--- src/rtl/fetch_ctrl_if.sv ---
// Fetch-control bus: ROM data and LUT programming in, PC control and decode hand-off out.
// master is the fetch_ctrl side; slave is the PC/ROM/datapath environment.
interface fetch_ctrl_if #(
    parameter int unsigned addr_w    = 16,
    parameter int unsigned instr_w   = 9,
    parameter int unsigned lut_depth = 16
);
    localparam int unsigned idx_w = $clog2(lut_depth);

    logic               start;
    logic [instr_w-1:0] rom_data;
    logic               acc_nz;
    logic               lut_we;
    logic [idx_w-1:0]   lut_waddr;
    logic [addr_w-1:0]  lut_wdata;
    logic               bnz;
    logic [addr_w-1:0]  jump_here;
    logic               halt;
    logic [instr_w-1:0] instr_out;
    logic               instr_valid;
    logic [15:0]        retired;

    modport master (
        input  start, rom_data, acc_nz, lut_we, lut_waddr, lut_wdata,
        output bnz, jump_here, halt, instr_out, instr_valid, retired
    );

    modport slave (
        output start, rom_data, acc_nz, lut_we, lut_waddr, lut_wdata,
        input  bnz, jump_here, halt, instr_out, instr_valid, retired
    );
endinterface

--- src/rtl/fetch_ctrl.sv ---
// Fetch-stage control: decodes BR/HALT from ROM data, drives PC load/freeze,
// squashes the wrong-path slot and registers the instruction stream for decode.
module fetch_ctrl #(
    parameter int unsigned addr_w    = 16,
    parameter int unsigned instr_w   = 9,
    parameter int unsigned lut_depth = 16
) (
    input logic          clk,
    input logic          reset,
    fetch_ctrl_if.master bus
);
    localparam int unsigned idx_w = $clog2(lut_depth);

    typedef enum logic [1:0] {StIdle, StFlush, StRun, StHalted} state_e;

    state_e             state_q, state_d;
    logic [addr_w-1:0]  lut_q [lut_depth];
    logic [instr_w-1:0] instr_q;
    logic               valid_q;
    logic [15:0]        retired_q;

    logic is_br, is_halt, bnz_c, halt_c, load_valid;

    assign is_br   = (bus.rom_data[instr_w-1 -: 5] == 5'b11110);
    assign is_halt = (bus.rom_data == {instr_w{1'b1}});

    always_comb begin
        state_d    = state_q;
        bnz_c      = 1'b0;
        halt_c     = 1'b1;
        load_valid = 1'b0;
        unique case (state_q)
            StIdle: begin
                if (bus.start) state_d = StFlush;
            end
            StFlush: begin
                halt_c  = 1'b0;
                state_d = StRun;
            end
            StRun: begin
                halt_c     = 1'b0;
                load_valid = 1'b1;
                if (is_halt) begin
                    halt_c  = 1'b1;
                    state_d = StHalted;
                end else if (is_br && bus.acc_nz) begin
                    bnz_c   = 1'b1;
                    state_d = StFlush;
                end
            end
            StHalted: ;
            default: state_d = StIdle;
        endcase
    end

    always_ff @(posedge clk) begin
        if (reset) begin
            state_q   <= StIdle;
            instr_q   <= '0;
            valid_q   <= 1'b0;
            retired_q <= '0;
            for (int i = 0; i < int'(lut_depth); i++) lut_q[i] <= '0;
        end else begin
            state_q <= state_d;
            valid_q <= load_valid;
            if (load_valid) begin
                instr_q <= bus.rom_data;
                if (retired_q != 16'hFFFF) retired_q <= retired_q + 16'd1;
            end
            // Write lands at the edge, so a same-cycle read still sees the old target.
            if (bus.lut_we) lut_q[bus.lut_waddr] <= bus.lut_wdata;
        end
    end

    assign bus.bnz         = bnz_c;
    assign bus.halt        = halt_c;
    assign bus.jump_here   = lut_q[bus.rom_data[idx_w-1:0]];
    assign bus.instr_out   = instr_q;
    assign bus.instr_valid = valid_q;
    assign bus.retired     = retired_q;
endmodule
--- src/flat_wrapper.sv ---
// flat-port wrapper written by rule: the top's interface ports become plain ports
module fetch_ctrl_flat 
#(
    parameter int unsigned addr_w    = 16,
    parameter int unsigned instr_w   = 9,
    parameter int unsigned lut_depth = 16
)
  (clk, reset, bus_start, bus_rom_data, bus_acc_nz, bus_lut_we, bus_lut_waddr, bus_lut_wdata, bus_bnz, bus_jump_here, bus_halt, bus_instr_out, bus_instr_valid, bus_retired);
  fetch_ctrl_if #(.addr_w(addr_w), .instr_w(instr_w), .lut_depth(lut_depth)) bus_i ();
  input logic clk;
  input logic reset;
  input wire logic [$bits(bus_i.start)-1:0] bus_start;
  input wire logic [$bits(bus_i.rom_data)-1:0] bus_rom_data;
  input wire logic [$bits(bus_i.acc_nz)-1:0] bus_acc_nz;
  input wire logic [$bits(bus_i.lut_we)-1:0] bus_lut_we;
  input wire logic [$bits(bus_i.lut_waddr)-1:0] bus_lut_waddr;
  input wire logic [$bits(bus_i.lut_wdata)-1:0] bus_lut_wdata;
  output wire logic [$bits(bus_i.bnz)-1:0] bus_bnz;
  output wire logic [$bits(bus_i.jump_here)-1:0] bus_jump_here;
  output wire logic [$bits(bus_i.halt)-1:0] bus_halt;
  output wire logic [$bits(bus_i.instr_out)-1:0] bus_instr_out;
  output wire logic [$bits(bus_i.instr_valid)-1:0] bus_instr_valid;
  output wire logic [$bits(bus_i.retired)-1:0] bus_retired;
  assign bus_i.start = bus_start;
  assign bus_i.rom_data = bus_rom_data;
  assign bus_i.acc_nz = bus_acc_nz;
  assign bus_i.lut_we = bus_lut_we;
  assign bus_i.lut_waddr = bus_lut_waddr;
  assign bus_i.lut_wdata = bus_lut_wdata;
  assign bus_bnz = bus_i.bnz;
  assign bus_jump_here = bus_i.jump_here;
  assign bus_halt = bus_i.halt;
  assign bus_instr_out = bus_i.instr_out;
  assign bus_instr_valid = bus_i.instr_valid;
  assign bus_retired = bus_i.retired;
  fetch_ctrl #(.addr_w(addr_w), .instr_w(instr_w), .lut_depth(lut_depth)) u_core (.clk(clk), .reset(reset), .bus(bus_i));
endmodule
--- config.mk ---
export PLATFORM = sky130hd
export DESIGN_NAME = fetch_ctrl_flat
export DESIGN_NICKNAME = d
export VERILOG_FILES = /design/src/rtl/fetch_ctrl_if.sv /design/src/rtl/fetch_ctrl.sv /design/src/flat_wrapper.sv
export SDC_FILE = /design/constraint.sdc
export NUM_CORES = 1
export LEC_CHECK = 0
export CAP_MARGIN = 20
export CELL_PAD_IN_SITES_DETAIL_PLACEMENT = 2
export CELL_PAD_IN_SITES_GLOBAL_PLACEMENT = 2
export CORE_MARGIN = 1
export CORE_UTILIZATION = 35
export CTS_CLUSTER_DIAMETER = 50
export CTS_CLUSTER_SIZE = 24
export DETAILED_ROUTE_END_ITERATION = 7
export GPL_ROUTABILITY_DRIVEN = 1
export HOLD_SLACK_MARGIN = 0.15
export PLACE_DENSITY_LB_ADDON = 0.12
export SETUP_SLACK_MARGIN = 0.4
export SLEW_MARGIN = 0
export SYNTH_ARGS = -nofsm -noshare
export SYNTH_HDL_FRONTEND = slang
export SYNTH_SLANG_ARGS = --single-unit
--- constraint.sdc ---
create_clock -name clk -period 1.95 [get_ports clk]
set_clock_uncertainty 0.05 [all_clocks]
set_input_delay 0.39 -clock clk [delete_from_list [all_inputs] [get_ports clk]]
set_output_delay 0.39 -clock clk [all_outputs]
set_load 0.02 [all_outputs]
After elaboration in Yosys (flattened, before gate mapping)
Memory sizes are Yosys's and may differ from the RTL's.
Index checks and enable logic that the tools add are counted.
Word-level totals
  register bits after elaboration: 28
  bits in writable memories: 256
  memories kept: 1
  input bits: 34
  output and inout bits: 44
  logic and storage cells: 37
Memory list
  u_core.lut_q: depth 16, width 16, read ports 1, clocked after Yosys merged registers in 0, write ports 16, RTL line fetch_ctrl.sv:17  | logic [addr_w-1:0] lut_q [lut_depth];
Operators by class
  add/subtract/negate cells: 1
  equality and inequality tests: 7
  muxes and demuxes: 18
  reductions and logical operators: 6
Operators by type and width (count)
  16-bit by 1-bit adder with 16-bit output, second input constant: 1
  16-bit two-way mux: 1
  16-bit != test, second input constant: 1
  16-bit OR reduction: 1
  1-bit two-way mux: 11
  9-bit equality test, second input constant: 1
  2-bit two-way mux: 3
  2-bit one-hot mux with 3 select lines: 1
  5-bit equality test, second input constant: 1
  4-bit two-way mux: 1
  3-bit by 1-bit != test with 1-bit output, second input constant: 1
  3-bit AND reduction: 1
  3-bit nonzero test: 1
  2-bit by 1-bit equality test with 1-bit output, second input constant: 1
  2-bit equality test, second input constant: 1
  2-bit zero test: 1
  2-bit != test, second input constant: 1
  1-bit one-hot mux with 2 select lines: 1
  2-bit AND reduction: 1
  1-bit logical AND: 1

Depth between registers and ports, before layout
  word-level depth: 5
  depth in mapped cells: 8
  gate-level depth less buffers: 6

Worst setup path before layout
No wires, ideal clock.
  path type: input port to output port
  start: in bus_rom_data[0]
  end: out bus_jump_here[10]
  stages on the path: 5
  path buffers: 2
  required time: 1.510 ns
  arrival time: 1.666 ns
  slack: -0.156 ns
  cell sequence: buf_4 -> buf_2 -> mux4_2 -> a22oi_1 -> nand2_1
On the way
  longest elaborated chain between the ends: 1
RTL lines
  start: declaration: RTL line flat_wrapper.sv:13  | input wire logic [$bits(bus_i.rom_data)-1:0] bus_rom_data;
  memory 16 x 16 bit
  end: declaration: RTL line flat_wrapper.sv:19  | output wire logic [$bits(bus_i.jump_here)-1:0] bus_jump_here;
No other way between the ends.

Final worst setup path
  start: mem u_core.lut_q[2][5]
  end: out bus_jump_here[5]
On the way
  longest elaborated chain between the ends: 1
RTL lines (RTL line)
  start: declaration: fetch_ctrl.sv:17
  memory 16 x 16 bit
No other way between the ends.

==> metrics <==
Fill cells=3474; Reg clk slew, reported paths=0.06 ns; Port Buf Inserts=77; dpl hpwl=28.0 mm; CP bufs+invs=1; Post-synth top cells=and2_1 (257), edfxtp_1 (256), mux2i_1 (74); crit path kind=reg -> out; register area=8300 um^2; cts bufs inserted=37; Initial Util=35.8%; clock latency on the worst-skew pair=0.54 ns; Root Driver=clkbuf_16; largest net degree at the start of global routing=31; initial antenna violation count=0; CTS tree=built; sequential share of the synthesized area=62.3%; Final Cycle Share=123%; slowest stage cell on the critical path=mux4_2; Leak=6.92 nW; Synth-to-Final Area Change=40.1%; max frequency=0.418 GHz; total power=16.5 mW; initial drt markers=365; mapped cell area=13200 um^2; Die Wd=197 um; row cnt=70; placer congestion estimate=0.754; Vias per Instance=5.15; Post-synth EDFFs=256; Worst Tran Pin Value=0.807 ns; Overflow after GRT=0; Max-slew headroom=45.8%; final hold violation count=0; crit-path cells=mux4_2, a22oi_2, nand2_2, buf_6; Max Cap Viol=0; first-pass GRT wire length=64.0 mm; top-area cell type share of the netlist area=58.1%; top_reg_cell synth=edfxtp_1; CP arrival=1.95 ns; Max clock buf depth=3; area of the multi-input gates=5740 um^2; Antenna Nets Post-Route=0; Setup violations, final=19; DR WL/cell=25.5 um; Largest stage delay, worst path=0.54 ns; Synth Instances=952; via count of the routed design=8828; Tmin final=2.39 ns; # DRC=0; Detailed Routing Iterations Pass 1=4; most common cell in the netlist=and2_1; height of the die=197 um; CP Data Required Time=1.51 ns; Post-Syn Nets=991; status=complete, but fails checks; worst vdd ir=0.748 mV; number of library cell types mapped by synthesis=55; Detailed Route WL=43.8 mm; post-synthesis register bit count=284; H-tree levels=2; Total GRT Usage=22.6%; CP Launch Type=register; Slew Limit Fails=0; min-delay worst type=in -> reg; CP Max Fanout=1; Core ar.=37000 um^2; CTS Sinks=284; RSZ-0062 raised after global routing=yes; share of layout cells above drive strength 1=42.7%; vias in the first global route=9742; Synth warnings=0; Synth area leaders=edfxtp_1 (58%), and2_1 (12%), mux2i_1 (5.6%); failing checks=negative setup slack; family with the most delay on the worst path=multiplexers; cell taking the most area after synthesis=edfxtp_1; ys async rst share=0%; io pins=78; Final #Nets=1219; Post-Syn Area per Cell=13.9 um^2; die area=38600 um^2; Power Dens Cells=891 nW/um^2; Setup WS post-layout=-0.442 ns; crit end category=output pin; Hold WS=0.295 ns
state kept, by name (all words and copies together) (netlist names):
register                flops
u_core.bus.instr_valid      1
u_core.bus.instr_out        9
u_core.state_q              2
u_core.bus.retired         16
u_core.lut_q              256
cells in the final DEF, fill, tap and decap left out, types with 10 or more instances in the layout:
cell type,n
or2_4,19
mux2i_2,13
buf_12,25
edfxtp_1,256
a22oi_2,16
a221oi_2,14
o21ai_1,17
nor2_1,17
buf_6,51
nor2_4,11
nand2_2,17
and2_1,256
buf_2,16
mux2i_1,60
a221oi_4,19
dfxtp_1,10
clkdlybuf4s50_1,19
clkbuf_16,38
buf_4,128
dfxtp_4,12
mux4_2,32
metrics by stage:
stage               instances  worst slack (ns)  utilization [%]  setup TNS [ns]  instance area (um^2)
floorplan                 952            0.0706                -               0                 14000
global placement         1588             -1.04             43.4         -103.23                 16100
detailed placement       1588             -1.07             43.4         -119.11                 16100
CTS                      1691            -0.447             49.1           -6.26                 18100
global route             1713            -0.464             50.2           -7.12                 18500
finish                   1714            -0.442             50.2           -5.99                 18500
logic make-up (layout without fill, tap and decap cells):
| logic type | count (synthesis) | in the layout | synth area share, % |
|---|---|---|---|
| simple gates | 384 | 387 | 18.0 |
| flops | 284 | 284 | 62.3 |
| mux | 111 | 111 | 11.5 |
| compound gates | 93 | 93 | 5.03 |
| buf+inv | 75 | 329 | 2.73 |
| fa+ha+maj | 5 | 5 | 0.472 |
| other cells | 0 | 1 | 0 |
final cells by class:
type | count | share of cell area, %
repair buffers | 254 | 13.5
clock buffers | 37 | 4.99
clock inverters | 31 | 2.23
multi-input cells | 596 | 31.0
well taps | 504 | 3.40
inverters | 7 | 0.155
flip-flops and latches | 284 | 44.8
diodes | 1 | 0.0135
worst paths after layout:
| path | start | cells after the start | to | slack [ns] |
|---|---|---|---|---|
| worst max register to register | u_core.state_q[0]$_SDFFE_PP0P_ | 15 | u_core.state_q[1]$_SDFFE_PP0P_ | -0.10 |
| worst min-delay path | bus_rom_data[6] | 4 | u_core.bus.instr_out[6]$_SDFFE_PP0P_ | 0.29 |
| worst min register to register | u_core.bus.instr_out[1]$_SDFFE_PP0P_ | 2 | u_core.bus.instr_out[1]$_SDFFE_PP0P_ | 0.44 |
| worst max-delay path | u_core.lut_q[2][5]$_SDFFCE_PN0P_ | 4 | bus_jump_here[5] | -0.44 |
metal layers:
metal  vias up  share of wire [%]  track usage (%)
met5         -                  0                0
met4         0                1.5             5.79
met3        42                2.7             2.84
met2       129                 52             39.0
met1      4660                 44             30.1
li1       3997                  -                -
report_power, final:
| group | internal (mW) | leakage (nW) | switching (mW) | total (mW) |
|---|---|---|---|---|
| clock network | 4.33 | 0.653 | 3.10 | 7.43 |
| logic | 0.932 | 3.58 | 1.12 | 2.05 |
| registers | 6.94 | 2.68 | 0.119 | 7.05 |
tightest hold or removal path: cells and delay by family:
kind	cells	cell delay [ns]
simple gates	1	0.07
buf+inv	2	0.33
mux	1	0.05
repair_timing:
item	in CTS	in global routing
pin swaps	43	15
setup buffers	33	19
resized for setup	330	50
cloned	2	3
hold buffers	0	0
hold endpoints to repair	0	0
endpoints found under the setup margin	395	129
No activity file was read; power rests on OpenSTA's default activity.
